$ cat src/rtl/cafe_temporizador.sv
// Timeout scheduler for the coffee-machine FSM: restarts a per-state seconds
// timer on every state entry and emits one-cycle TIMER / TIMER_2S expiry pulses.
module cafe_temporizador #(
    parameter int TICKS_PER_SEC = 1000,
    parameter int CNT_W         = 8,
    parameter int T_ESCOLHA     = 10,
    parameter int T_PAGAMENTO   = 30,
    parameter int T_ERRO_SENSOR = 3,
    parameter int T_ERRO_VALOR  = 3,
    parameter int T_PRESS       = 2,
    parameter int T_AQUEC       = 20,
    parameter int T_PRONTO      = 5
) (
    input  logic             clk,
    input  logic             rst_n,
    input  logic [2:0]       ESTADO,
    input  logic             PAUSA,
    output logic             TIMER,
    output logic             TIMER_2S,
    output logic             ATIVO,
    output logic [CNT_W-1:0] SEGUNDOS_REST
);

    typedef enum logic [2:0] {
        ESPERANDO      = 3'b000,
        ESCOLHENDO     = 3'b001,
        PAGAMENTO      = 3'b010,
        ERRO_SENSOR    = 3'b011,
        ERRO_VALOR     = 3'b100,
        PRESSURIZACAO  = 3'b101,
        AQUECIMENTO    = 3'b110,
        PRONTO         = 3'b111
    } estado_t;

    localparam int                PRE_W     = (TICKS_PER_SEC > 1) ? $clog2(TICKS_PER_SEC) : 1;
    localparam logic [PRE_W-1:0]  PRESC_MAX = PRE_W'(TICKS_PER_SEC - 1);
    localparam logic [CNT_W-1:0]  SEG_UM    = CNT_W'(1);

    estado_t          r_estado_ant;
    logic [PRE_W-1:0] r_presc;
    logic [CNT_W-1:0] r_seg;
    logic             r_ativo;
    logic             r_timer;
    logic             r_timer_2s;

    logic             w_entrada;
    logic             w_conta;
    logic             w_wrap;
    logic [CNT_W-1:0] w_t_novo;

    function automatic logic [CNT_W-1:0] timeout_de(input estado_t est);
        logic [CNT_W-1:0] t;
        t = '0;
        case (est)
            ESCOLHENDO:    t = CNT_W'(T_ESCOLHA);
            PAGAMENTO:     t = CNT_W'(T_PAGAMENTO);
            ERRO_SENSOR:   t = CNT_W'(T_ERRO_SENSOR);
            ERRO_VALOR:    t = CNT_W'(T_ERRO_VALOR);
            PRESSURIZACAO: t = CNT_W'(T_PRESS);
            AQUECIMENTO:   t = CNT_W'(T_AQUEC);
            PRONTO:        t = CNT_W'(T_PRONTO);
            default:       t = '0;
        endcase
        return t;
    endfunction

    assign w_entrada = (estado_t'(ESTADO) != r_estado_ant);
    assign w_conta   = r_ativo && !PAUSA;
    assign w_wrap    = w_conta && (r_presc == PRESC_MAX);
    assign w_t_novo  = timeout_de(estado_t'(ESTADO));

    // Entry takes priority over counting, so a state change on the expiry edge
    // reloads the timer and suppresses the old state's pulse.
    always_ff @(posedge clk or negedge rst_n) begin
        if (!rst_n) begin
            r_estado_ant <= ESPERANDO;
            r_presc      <= '0;
            r_seg        <= '0;
            r_ativo      <= 1'b0;
            r_timer      <= 1'b0;
            r_timer_2s   <= 1'b0;
        end else begin
            // NOTE: sequential state uses non-blocking assignments so every
            // register samples the pre-edge values of its neighbours.
            r_estado_ant <= estado_t'(ESTADO);
            r_timer      <= 1'b0;
            r_timer_2s   <= 1'b0;
            if (w_entrada) begin
                r_presc <= '0;
                r_seg   <= w_t_novo;
                r_ativo <= (w_t_novo != '0);
            end else if (w_wrap) begin
                r_presc <= '0;
                if (r_seg != '0) begin
                    r_seg <= r_seg - SEG_UM;
                end
                if (r_seg == SEG_UM) begin
                    r_ativo <= 1'b0;
                    if (r_estado_ant == PRESSURIZACAO) begin
                        r_timer_2s <= 1'b1;
                    end else begin
                        r_timer <= 1'b1;
                    end
                end
            end else if (w_conta) begin
                r_presc <= r_presc + PRE_W'(1);
            end
        end
    end

    assign TIMER         = r_timer;
    assign TIMER_2S      = r_timer_2s;
    assign ATIVO         = r_ativo;
    assign SEGUNDOS_REST = r_seg;

endmodule
$ cat config.mk
export PLATFORM = sky130hd
export DESIGN_NAME = cafe_temporizador
export DESIGN_NICKNAME = d
export VERILOG_FILES = /design/src/rtl/cafe_temporizador.sv
export SDC_FILE = /design/constraint.sdc
export NUM_CORES = 1
export LEC_CHECK = 0
export ABC_AREA = 1
export CORE_MARGIN = 2
export CORE_UTILIZATION = 35
export DETAILED_ROUTE_END_ITERATION = 7
export SLEW_MARGIN = 0
export SYNTH_ARGS = -nofsm -noshare
export SYNTH_HDL_FRONTEND = slang
export SYNTH_SLANG_ARGS = --single-unit
$ cat constraint.sdc
create_clock -name clk -period 3.4 [get_ports clk]
set_input_delay 0.68 -clock clk [delete_from_list [all_inputs] [get_ports clk]]
set_output_delay 0.68 -clock clk [all_outputs]
set_load 0.1 [all_outputs]
## Word-level counts from Yosys, hierarchy flattened

Index checks and enable logic that the tools add are counted.

- Bits in registers: 24
- Output and inout bits: 11

- $add $sub $neg: 2
- Eq/ne operators: 11
- Muxes and demuxes: 18
- Reduce and logical (&&, ||, !) cells: 12

Operators with widths:

| cell | number |
|---|---|
| 10-bit two-way mux | 3 |
| 5-bit one-hot mux with 6 select lines | 1 |
| 8-bit two-way mux | 3 |
| 8-bit nonzero test | 2 |
| 3-bit equality test, second input constant | 5 |
| 1-bit two-way mux | 11 |
| 10-bit by 1-bit adder with 10-bit output, second input constant | 1 |
| 10-bit equality test, second input constant | 1 |
| 8-bit by 1-bit equality test with 1-bit output, second input constant | 1 |
| 8-bit by 1-bit subtractor with 8-bit output, second input constant | 1 |
| 3-bit by 2-bit equality test with 1-bit output, second input constant | 2 |
| 2-bit nonzero test | 3 |
| 2-bit AND reduction | 2 |
| 3-bit by 1-bit equality test with 1-bit output, second input constant | 1 |
| 3-bit != test | 1 |
| 3-bit nonzero test | 1 |
| 1-bit logical AND | 2 |
| 2-bit OR reduction | 1 |
| 1-bit zero test | 1 |

## Logic depth before layout (Yosys ltp)

- Depth in word-level cells: 5
- Mapped depth: 9

## Worst setup path before layout

Ideal clock, no wire load.

- Path type: flip-flop to flip-flop
- Start: reg r_seg[0], in the netlist SEGUNDOS_REST[0]
- End: reg r_seg[4], in the netlist SEGUNDOS_REST[4]
- Library setup time: 0.130 ns
- Data arrival time: 1.813 ns
- Data required time: 3.270 ns
- Path slack: 1.457 ns
- Stages on the path, launching flop included: 9
- Cells stage by stage: dfrtp_1 inv_1 ha_1 nand2_1 nor2_1 inv_1 nand2_4 nand3_1 nand3_1

- Cells in the longest elaborated chain, start to end: 4
- Elaborated cells between the ends (all ways): 7
- Those cells by class: add/sub: 1; mux: 3; reduce/logical: 3

RTL lines:

| what | RTL line | RTL |
|---|---|---|
| start, declared | 41 | `logic [CNT_W-1:0] r_seg;` |
| start signal, assigned | 90 | `r_seg <= w_t_novo;` |
| start signal, assigned | 95 | `r_seg <= r_seg - SEG_UM;` |
| 8-bit by 1-bit subtractor with 8-bit output | 95 |  |
| 8-bit two-way mux | 94 | `if (r_seg != '0) begin` |
| 8-bit two-way mux | 92 | `end else if (w_wrap) begin` |
| 8-bit two-way mux | 88 | `if (w_entrada) begin` |

Parallel ways exist; a longest one is shown, timed or not. The select of a mux whose other input is x is not followed.
A chain may end at the register's enable or synchronous reset.

## Final worst setup path

- Start: reg r_timer, in the netlist TIMER
- End: out TIMER

RTL lines:

| what | RTL line | RTL |
|---|---|---|
| start, declared | 43 | `logic r_timer;` |
| start signal, assigned | 80 | `r_timer <= 1'b0;` |
| start signal, assigned | 86 | `r_timer <= 1'b0;` |
| start signal, assigned | 102 | `r_timer <= 1'b1;` |
| end, declared | 18 | `output logic TIMER,` |

No word-level cell between the ends.

==> reports/summary.txt <==
total global routing track utilization - 15.28%
post-DR wirelength/cell - 11.28 µm
Max Fanout on Critical Path - 1
max_cap viols - 0
CP Buf/Inv Count - 1
first-pass GRT wire length - 6451 µm
CTS sink count - 24
commonest non-fill, non-tap cell in the layout - nand2_1
Startpoint Class - flip-flop
Internal - 501.2 µW
status - complete, no violations
number of setup violations in the final report - 0
sequential cell area fraction in the yosys report - 36.06%
worst flop-to-flop path endpoint - SEGUNDOS_REST[4]$_DFFE_PN0P_
GRT overflow - 0
Final Hold Vio Count - 0
1st-iter DRT viols - 51
setup ws final - 0.9919 ns
Pleak - 0.001005 µW
Seq cells post-synth - 24
CP max stage delay - 1.12 ns
Final Total Pwr - 752.3 µW
vias in the first global route - 1534
num rows - 25
R2R cell count - 8
Max Freq - 0.4153 GHz
IO Port Bufs - 16
Die Footprint - 0.005326 mm²
Power Density - 388.1 mW/mm²
sum of negative setup slack - 0 ns
P&R area growth vs syn - 16.38%
post-synthesis cell area - 0.001665 mm²
RSZ-0062 raised after global routing - no
crit path from - TIMER$_DFF_PN0_
Clock Latency Late Sink - 0.27 ns
nets - 276
setup bufs post-CTS - 0
top post-synthesis cells by area - dfrtp_1 (36%), nand2_1 (19%), nand3_1 (7.8%), inv_1 (6.8%), nor2_1 (6.8%)
die span in y - 72.98 µm
TritonCTS buffer count - 3
maximum root-to-sink buffer count - 2
Setup crit end - TIMER
period utilisation layout - 70.83%
Synth cell types - 24
share of post-route cells with drive strength above 1 - 11.32%
WP data arrival - 1.73 ns
largest area contributor in the netlist - dfrtp_1
H-Tree Depth - 1
WL final - 3598 µm
Die Wd - 72.98 µm
GPL Wtd Cong - 0.8497
vias - 1519
Sw Share - 33.37%
initial antenna violation count - 0
combinational fraction of design power - 24.8%
Final ANT Viol Nets - 0
R2R Setup Slk - 1.75 ns
sequential share of power - 41.2%
Final HPWL DP - 2789 µm
area post-placement - 0.001867 mm²
Hold Crit Class - reg2reg
CTS tree - done
most frequent cells in the layout - nand2_1 (86), inv_1 (30), nor2_1 (30)
Post-Syn Instances - 245
initial core utilization - 35.73%
Final Util - 41.58%
Worst path slowest cell - clkdlybuf4s50_1
clk_skew - 0.003626 ns
clock-pin slew on the worst setup and hold paths - 0.09 ns
Slew @ Worst Pin - 0.9637 ns
Peak VDD IR - 0.3247 mV
DRC violations left - 0
clock share of power - 34.0%
CP Class - reg2out
Antenna diodes - 0
synth warn - 0
DP Worst Slack - 1.157 ns
Max Slew Vio Count - 0
RR Startpoint - r_presc[0]$_DFFE_PN0P_
CTS hold repair buffers - 0
DR pass1 iterations - 4
cell breakdown of the critical path - clkdlybuf4s50_1
Critical Path RT - 2.72 ns
Core Box Area - 0.004661 mm²
largest net degree at the start of global routing - 25
Mapped Avg Cell Area - 6.797 µm²
# IOs - 17
fin area - 0.001938 mm²
Crit path max-delay family - buffers and inverters
critical path depth - 1
Worst setup EP type - output pin
Via-to-Cell Ratio - 4.762
Slew headroom - 35.55%
Period minus WS final - 2.408 ns
Sw Pwr - 251.1 µW
fillers - 490
root buffer cell - clkbuf_8
post-synth top area share - 36.06%
# resized after CTS - 0
Syn Nets - 255
==> power by group through the flow <==
stage	Sequential (µW)	Clock, µW	Combinational (µW)
4_1_cts	310	261	189
6_report	310	256	187
3_5_place_dp	316	0	188
5_1_grt	312	277	203
2_1_floorplan	376	0	78.3
3_3_place_gp	316	0	186
==> kinds of logic (layout without fill, tap and decap cells) <==
family,Yosys count,count (layout),share of synthesized area (%)
and+or+nand+nor,169,169,46.51
buffers and inverters,35,55,8.339
DFF,24,24,36.06
AOI/OAI and AO/OA,8,8,3.005
xor gates and xnor gates,5,5,3.080
adders and majority gates,4,4,3.005
==> area by class of cell <==
type	count	area, µm²	share of cell area (%)
multi-input cells	186	925.9	47.77
flip-flops and latches	24	600.6	30.99
repair buffers	17	145.1	7.489
inverters	34	127.6	6.585
well taps	54	67.56	3.486
clock buffers	3	41.29	2.130
clock inverters	1	30.03	1.549
==> per-layer routing <==
layer	track usage, %	vias up	share of wire [%]
li1	-	813	-
met2	26.93	12	47
met4	3.498	0	0.64
met3	3.315	2	2.2
met5	0	-	0
met1	18.96	692	50
==> sequential cells by signal, indices dropped and copies added, names as in the netlist <==
name,count
r_estado_ant,3
r_presc,10
TIMER_2S,1
SEGUNDOS_REST,8
TIMER,1
ATIVO,1
==> through the flow <==
stage                     hold slack [ns]  instances
after detailed placement           0.5144        315
after CTS                          0.5395        319
final                              0.5391        319
after global placement             0.5194        315
after global routing               0.5737        319
after floorplan                    0.3844        245
==> Yosys cell counts <==
cell and instances:
o21ai_0 4, xnor2_2 1, buf_6 1, nand2_2 2
a21oi_1 1, nand2_1 86, nor2_4 2, nor2_1 30
nor3_1 4, inv_2 3, nand3_2 1, nand3b_1 2
nor2_8 1, o21ai_2 2, ha_1 4, clkinv_1 1
nor2_2 1, o21bai_1 1, dfrtp_1 24, xor2_1 4
nand3_1 26, nand2_4 3, inv_1 30, nand4_1 11
==> worst register-to-register path: cells and delay by family (launching register included) <==
kind          cells  cell delay (ns)
flops             1             0.45
simple gates      7             0.79
fa+ha+maj         1             0.30
==> how the worst min path moves through the flow <==
| stage | from | end | slack, ns | cells after the start |
|---|---|---|---|---|
| after floorplan | rst_n | ATIVO$_DFFE_PN0P_ | 0.38 | 0 |
| after global placement | r_presc[1]$_DFFE_PN0P_ | r_presc[1]$_DFFE_PN0P_ | 0.52 | 2 |
| after detailed placement | r_presc[1]$_DFFE_PN0P_ | r_presc[1]$_DFFE_PN0P_ | 0.51 | 2 |
| after CTS | r_presc[1]$_DFFE_PN0P_ | r_presc[1]$_DFFE_PN0P_ | 0.54 | 2 |
| after global routing | r_presc[1]$_DFFE_PN0P_ | r_presc[1]$_DFFE_PN0P_ | 0.57 | 2 |
| final | r_presc[1]$_DFFE_PN0P_ | r_presc[1]$_DFFE_PN0P_ | 0.54 | 2 |
No activity file was read; power rests on OpenSTA's default activity.
